[src/rtl/uart_rx_game_state_pkg.sv]
// Shared types and constants for the game-state UART receiver.
package uart_rx_game_state_pkg;

    // Receiver FSM states; also exported on the debug port of the bus.
    typedef enum logic [2:0] {
        ST_IDLE  = 3'd0,
        ST_START = 3'd1,
        ST_DATA  = 3'd2,
        ST_STOP  = 3'd3,
        ST_BREAK = 3'd4
    } rx_state_e;

    // Command bytes shared with the transmitter side.
    localparam logic [7:0] GAME_START = 8'h01;
    localparam logic [7:0] GAME_STOP  = 8'h00;

    // 100 MHz / 115200 baud.
    localparam int UART_CLKS_PER_BIT = 868;

endpackage

[src/rtl/uart_rx_game_state_if.sv]
// Output bus of the game-state receiver towards the game control logic.
//
// Handshake: valid-only, no backpressure. rx_valid is a one-cycle pulse that
// marks the cycle rx_data was updated; rx_data then holds until the next good
// byte, so the consumer may take it any time within one frame time.
// frame_err and state_changed are one-cycle pulses, game_running is a level.
interface uart_rx_game_state_if;
    import uart_rx_game_state_pkg::*;

    logic [7:0] rx_data;
    logic       rx_valid;
    logic       frame_err;
    logic       game_running;
    logic       state_changed;
    rx_state_e  dbg_state;

    modport master (
        output rx_data, rx_valid, frame_err, game_running, state_changed, dbg_state
    );

    modport slave (
        input rx_data, rx_valid, frame_err, game_running, state_changed, dbg_state
    );

endinterface

[src/rtl/uart_rx_game_state_core.sv]
// 8N1 LSB-first UART receiver: input synchroniser, bit FSM and shift register.
module uart_rx_game_state_core
    import uart_rx_game_state_pkg::*;
#(
    parameter int CLKS_PER_BIT = UART_CLKS_PER_BIT
) (
    input  logic       clk,
    input  logic       rst_n,
    input  logic       uart_rx,
    output logic [7:0] rx_data,
    output logic       rx_valid,
    output logic       frame_err,
    output rx_state_e  state
);

    localparam int CNT_W = $clog2(CLKS_PER_BIT);
    localparam logic [CNT_W-1:0] CNT_LAST = CNT_W'(CLKS_PER_BIT - 1);
    localparam logic [CNT_W-1:0] CNT_HALF = CNT_W'(CLKS_PER_BIT / 2 - 1);

    logic             rx_meta_q, rx_s_q;
    rx_state_e        state_q, state_d;
    logic [CNT_W-1:0] cnt_q, cnt_d;
    logic [2:0]       bit_idx_q, bit_idx_d;
    logic [7:0]       shift_q, shift_d;
    logic [7:0]       data_q, data_d;
    logic             valid_q, valid_d;
    logic             ferr_q, ferr_d;

    // Two-flop synchroniser; resets to the idle-high line level.
    always_ff @(posedge clk or negedge rst_n) begin
        if (!rst_n) begin
            rx_meta_q <= 1'b1;
            rx_s_q    <= 1'b1;
        end else begin
            rx_meta_q <= uart_rx;
            rx_s_q    <= rx_meta_q;
        end
    end

    // FSM, counters and output registers.
    always_ff @(posedge clk or negedge rst_n) begin
        if (!rst_n) begin
            state_q   <= ST_IDLE;
            cnt_q     <= '0;
            bit_idx_q <= '0;
            shift_q   <= '0;
            data_q    <= '0;
            valid_q   <= 1'b0;
            ferr_q    <= 1'b0;
        end else begin
            state_q   <= state_d;
            cnt_q     <= cnt_d;
            bit_idx_q <= bit_idx_d;
            shift_q   <= shift_d;
            data_q    <= data_d;
            valid_q   <= valid_d;
            ferr_q    <= ferr_d;
        end
    end

    // Next-state logic; pulses default low, data holds.
    always_comb begin
        state_d   = state_q;
        cnt_d     = cnt_q;
        bit_idx_d = bit_idx_q;
        shift_d   = shift_q;
        data_d    = data_q;
        valid_d   = 1'b0;
        ferr_d    = 1'b0;
        unique case (state_q)
            ST_IDLE: begin
                if (!rx_s_q) begin
                    cnt_d   = '0;
                    state_d = ST_START;
                end
            end
            ST_START: begin
                if (cnt_q == CNT_HALF) begin
                    cnt_d = '0;
                    if (rx_s_q) begin
                        state_d = ST_IDLE;     // glitch, not a real start bit
                    end else begin
                        bit_idx_d = '0;
                        state_d   = ST_DATA;
                    end
                end else begin
                    cnt_d = cnt_q + CNT_W'(1);
                end
            end
            ST_DATA: begin
                if (cnt_q == CNT_LAST) begin
                    cnt_d              = '0;
                    shift_d[bit_idx_q] = rx_s_q;
                    if (bit_idx_q == 3'd7) begin
                        state_d = ST_STOP;
                    end else begin
                        bit_idx_d = bit_idx_q + 3'd1;
                    end
                end else begin
                    cnt_d = cnt_q + CNT_W'(1);
                end
            end
            ST_STOP: begin
                if (cnt_q == CNT_LAST) begin
                    cnt_d = '0;
                    if (rx_s_q) begin
                        data_d  = shift_q;
                        valid_d = 1'b1;
                        state_d = ST_IDLE;
                    end else begin
                        ferr_d  = 1'b1;
                        state_d = ST_BREAK;
                    end
                end else begin
                    cnt_d = cnt_q + CNT_W'(1);
                end
            end
            ST_BREAK: begin
                // Hold off until the line returns high so a break is not
                // mistaken for a stream of start bits.
                if (rx_s_q) begin
                    state_d = ST_IDLE;
                end
            end
            default: state_d = ST_IDLE;
        endcase
    end

    assign rx_data   = data_q;
    assign rx_valid  = valid_q;
    assign frame_err = ferr_q;
    assign state     = state_q;

endmodule

[src/rtl/uart_rx_game_state.sv]
// Game-state UART receiver: byte receiver plus START/STOP command decode.
module uart_rx_game_state
    import uart_rx_game_state_pkg::*;
#(
    parameter int         CLKS_PER_BIT = UART_CLKS_PER_BIT,
    parameter logic [7:0] START_CODE   = GAME_START,
    parameter logic [7:0] STOP_CODE    = GAME_STOP
) (
    input  logic                        uart_clk,
    input  logic                        rst_n,
    input  logic                        uart_rx,
    uart_rx_game_state_if.master        bus
);

    logic [7:0] core_data;
    logic       core_valid;
    logic       core_ferr;
    rx_state_e  core_state;

    logic game_running_q, game_running_d;
    logic state_changed_q, state_changed_d;

    uart_rx_game_state_core #(
        .CLKS_PER_BIT (CLKS_PER_BIT)
    ) u_core (
        .clk       (uart_clk),
        .rst_n     (rst_n),
        .uart_rx   (uart_rx),
        .rx_data   (core_data),
        .rx_valid  (core_valid),
        .frame_err (core_ferr),
        .state     (core_state)
    );

    // Command decode; only good bytes reach here, so frame errors never act.
    always_comb begin
        game_running_d  = game_running_q;
        state_changed_d = 1'b0;
        if (core_valid) begin
            if (core_data == START_CODE) begin
                game_running_d = 1'b1;
            end else if (core_data == STOP_CODE) begin
                game_running_d = 1'b0;
            end
            state_changed_d = (game_running_d != game_running_q);
        end
    end

    // Game-state registers.
    always_ff @(posedge uart_clk or negedge rst_n) begin
        if (!rst_n) begin
            game_running_q  <= 1'b0;
            state_changed_q <= 1'b0;
        end else begin
            game_running_q  <= game_running_d;
            state_changed_q <= state_changed_d;
        end
    end

    assign bus.rx_data       = core_data;
    assign bus.rx_valid      = core_valid;
    assign bus.frame_err     = core_ferr;
    assign bus.game_running  = game_running_q;
    assign bus.state_changed = state_changed_q;
    assign bus.dbg_state     = core_state;

endmodule

[src/flat_wrapper.sv]
// flat-port wrapper written by rule: the top's interface ports become plain ports
module uart_rx_game_state_flat import uart_rx_game_state_pkg::*;
#(
    parameter int         CLKS_PER_BIT = UART_CLKS_PER_BIT,
    parameter logic [7:0] START_CODE   = GAME_START,
    parameter logic [7:0] STOP_CODE    = GAME_STOP
)
  (uart_clk, rst_n, uart_rx, bus_rx_data, bus_rx_valid, bus_frame_err, bus_game_running, bus_state_changed, bus_dbg_state);
  uart_rx_game_state_if bus_i ();
  input  logic uart_clk;
  input  logic rst_n;
  input  logic uart_rx;
  output wire logic [$bits(bus_i.rx_data)-1:0] bus_rx_data;
  output wire logic [$bits(bus_i.rx_valid)-1:0] bus_rx_valid;
  output wire logic [$bits(bus_i.frame_err)-1:0] bus_frame_err;
  output wire logic [$bits(bus_i.game_running)-1:0] bus_game_running;
  output wire logic [$bits(bus_i.state_changed)-1:0] bus_state_changed;
  output wire logic [$bits(bus_i.dbg_state)-1:0] bus_dbg_state;
  assign bus_rx_data = bus_i.rx_data;
  assign bus_rx_valid = bus_i.rx_valid;
  assign bus_frame_err = bus_i.frame_err;
  assign bus_game_running = bus_i.game_running;
  assign bus_state_changed = bus_i.state_changed;
  assign bus_dbg_state = bus_i.dbg_state;
  uart_rx_game_state #(.CLKS_PER_BIT(CLKS_PER_BIT), .START_CODE(START_CODE), .STOP_CODE(STOP_CODE)) u_core (.uart_clk(uart_clk), .rst_n(rst_n), .uart_rx(uart_rx), .bus(bus_i));
endmodule
[config.mk]
export PLATFORM = sky130hd
export DESIGN_NAME = uart_rx_game_state_flat
export DESIGN_NICKNAME = d
export VERILOG_FILES = /design/src/rtl/uart_rx_game_state_pkg.sv /design/src/rtl/uart_rx_game_state_if.sv /design/src/rtl/uart_rx_game_state_core.sv /design/src/rtl/uart_rx_game_state.sv /design/src/flat_wrapper.sv
export SDC_FILE = /design/constraint.sdc
export NUM_CORES = 1
export LEC_CHECK = 0
export ABC_AREA = 1
export BUFFER_PORTS_ARGS = -buffer_cell sky130_fd_sc_hd__buf_4
export CAP_MARGIN = 15
export CORE_MARGIN = 2
export CORE_UTILIZATION = 53
export DETAILED_ROUTE_END_ITERATION = 10
export GPL_ROUTABILITY_DRIVEN = 0
export HOLD_SLACK_MARGIN = 0.02
export PLACE_DENSITY = 0.75
export SETUP_SLACK_MARGIN = 0.3
export SYNTH_ARGS = -nofsm -noshare
export SYNTH_HDL_FRONTEND = slang
export SYNTH_HIERARCHICAL = 1
export SYNTH_SLANG_ARGS = --single-unit
[constraint.sdc]
create_clock -name uart_clk -period 1.5 [get_ports uart_clk]
set_input_delay 0.3 -clock uart_clk [delete_from_list [all_inputs] [get_ports uart_clk]]
set_output_delay 0.3 -clock uart_clk [all_outputs]
set_load 0.01 [all_outputs]
==> results.ini <==
[global_route]
grt_pass1_vias=2006
grt_max_degree=39
grt_pass1_wl_mm=9.15
grt_overflow=0
track_usage_pct=28.5
antenna_found_initial=0

[die]
fp.dieH_um=65.8
die_x_um=65.8
core-area_mm2=0.00366
placementRows=22
pin_count=18
dieArea_mm2=0.00433
start_util_pct=55.2

[placed_design]
hpwl_mm=3.05
portBuffers=17
place_inst=351

[cts]
clk_pin_slew_ps=80
clock-root-buffer=clkbuf_8
h-tree-depth=2
clockBufferDepth=2
cts_tree=built
clock_sinks=38
numCtsBuffers=5
clkLatencyLatePin_ps=300

[route]
dr.pass1.iters=5
num_vias=2173
drt_iter0_markers=224
wire_per_inst_um=17.4
drc=0
post_drt_via_cell_ratio=5.69
wl_mm=6.64
postRouteAntennaNets=0

[logic_synthesis]
seq_area_frac_synth_pct=47.2
synth.avg_cell_area_um2=7.54
netlist_top_cells_count=nand2_1 (92), dfrtp_1 (36), inv_1 (32), nor2_1 (32), nand3_1 (17)
synth_flop_cell=dfrtp_1
ys_seq_elements=38
synth_cell_types=25
synth_most_common_cell=nand2_1
synthCells=268
yosys-top-cells-area=dfrtp_1 (45%), nand2_1 (17%), inv_1 (5.9%), nor2_1 (5.9%), nand3_1 (4.2%)
syn_area_mm2=0.00202
ys_async_sr_fraction_pct=100
synth_warnings=6
synth_top_area_share_pct=44.6
post-synth-top-area-cell=dfrtp_1
synth-edff-count=0
synth_nets=275

[sta]
fin_tns_setup_ps=-2270
max_freq_mhz=615
worst_slew_pin_slew_ps=477
fin_crit_ps=1630
finalSetupViolCount=28
slew_viol_final=0
relSlewSlack_pct=68.2
fin_crit_sh_pct=108
finClkSkew_ps=6.85
finalWorstSetupSlack_ps=-126
rsz0062_at_grt=true
hold_viol=0

[pwr]
cellPowerDensity_mw_per_mm2=711
p_total_uw=2180
p_leak_uw=0.00155
ir_drop_mv=0.636

[worst_setup_path]
start_kind=register
rrSetupSlack_ps=-130
end_kind=register
path_max_fanout=6
criticalPathCategory=reg -> reg
required_ps=1690
critPathArrivalTime_ps=1820

[cells_and_area]
nets=340
n_antenna_cell=0
finalNonFillerCells=382
syn_to_final_growth_pct=51.9
drive_above_1_share_pct=42.5

[status]
violations=negative setup slack
status=finished, violations left

[run]
drv_cap=0

[hold_path]
hp-class=in -> reg

per-stage QoR:
step	util (%)	setup WS (ps)	instance area (µm²)	hold WS [ps]
after floorplan	-	119	2020	4.41
after global placement	65.2	-41.1	2390	286
after detailed placement	65.2	-59.2	2390	292
after CTS	77.6	-3.00	2840	117
after global routing	83.9	-198	3070	103
final	83.9	-126	3070	114
repair_timing:
action | 4_1_cts | 5_1_grt
hold buffers | 1 | 0
cloned | 1 | 0
pin swaps | 12 | 19
hold endpoints to repair | 36 | 0
resized for setup | 57 | 48
setup buffers | 13 | 8
setup endpoints to repair | 36 | 40
report_power, final:
part	switching (µW)	total, µW	internal (µW)
registers	5.31	1030	1030
clock network	403	1110	710
logic	29.5	37.5	8.00
total	438	2180	1750
layout by cell type (no fill, tap or decap), types with 4 or more instances in the layout:
cell type / count
nand2_1: 60
buf_4: 39
dfrtp_1: 34
inv_1: 28
nand2_2: 27
nor2_1: 26
buf_6: 14
nand4_1: 12
o21ai_1: 11
nand3_1: 8
nor2_2: 7
clkbuf_8: 6
nor2_4: 6
nand3_2: 6
nand3_4: 5
nand2_4: 5
nor3_1: 5
inv_2: 4
buf_12: 4
registers in the layout, summed over array words and instances, names as in the netlist:
name / cells
u_core/bus.game_running: 1
u_core/u_core/rx_valid: 1
u_core/u_core/state: 3
u_core/u_core/rx_meta_q: 1
u_core/u_core/frame_err: 1
u_core/u_core/rx_s_q: 1
u_core/u_core/rx_data: 8
u_core/u_core/cnt_q: 10
u_core/u_core/shift_q: 8
u_core/u_core/bit_idx_q: 3
u_core/bus.state_changed: 1
routing by layer:
| layer | wire length (µm) | share of wire [%] | track usage (%) |
|---|---|---|---|
| met1 | 2640 | 40 | 34.4 |
| met2 | 3290 | 50 | 49.5 |
| met3 | 424 | 6.4 | 5.48 |
| met5 | 0 | 0 | 0 |
| met4 | 282 | 4.2 | 11.7 |
final timing paths:
kind                       cells after the start               startpoint                       to
max                                           11   u_core/u_core/cnt_q[0]   u_core/u_core/state[1]
min                                            1                  uart_rx  u_core/u_core/rx_meta_q
max reg2reg                                   11   u_core/u_core/cnt_q[0]   u_core/u_core/state[1]
min reg2reg                                    0  u_core/u_core/rx_meta_q     u_core/u_core/rx_s_q
max in group asynchronous                      2                    rst_n   u_core/u_core/state[1]
min in group asynchronous                      2                    rst_n   u_core/u_core/cnt_q[9]
critical path, cell delays in order, from the launching register on:
cell,delay (ps)
dfrtp_1,400
buf_6,130
ha_4,120
nand2_2,50
nor2_1,110
nand4_1,160
nand2_2,160
buf_12,130
buf_12,100
nand3_2,50
nand2_1,60
nand2_1,40
area by class of cell:
cell class,count,area (µm²)
multi-input cells,196,1220
flip-flops and latches,38,956
fillers,195,589
repair buffers,59,568
inverters,33,126
clock buffers,6,82.6
clock inverters,2,60.1
well taps,48,60.1
kinds of logic after synthesis:
group	Yosys count	share of synthesized area, %
compound gates	17	4.76
xor+xnor	2	0.866
fa+ha+maj	4	2.48
buf+inv	34	6.31
flops	38	47.2
simple gates	173	38.4
No activity file was read; power rests on OpenSTA's default activity.
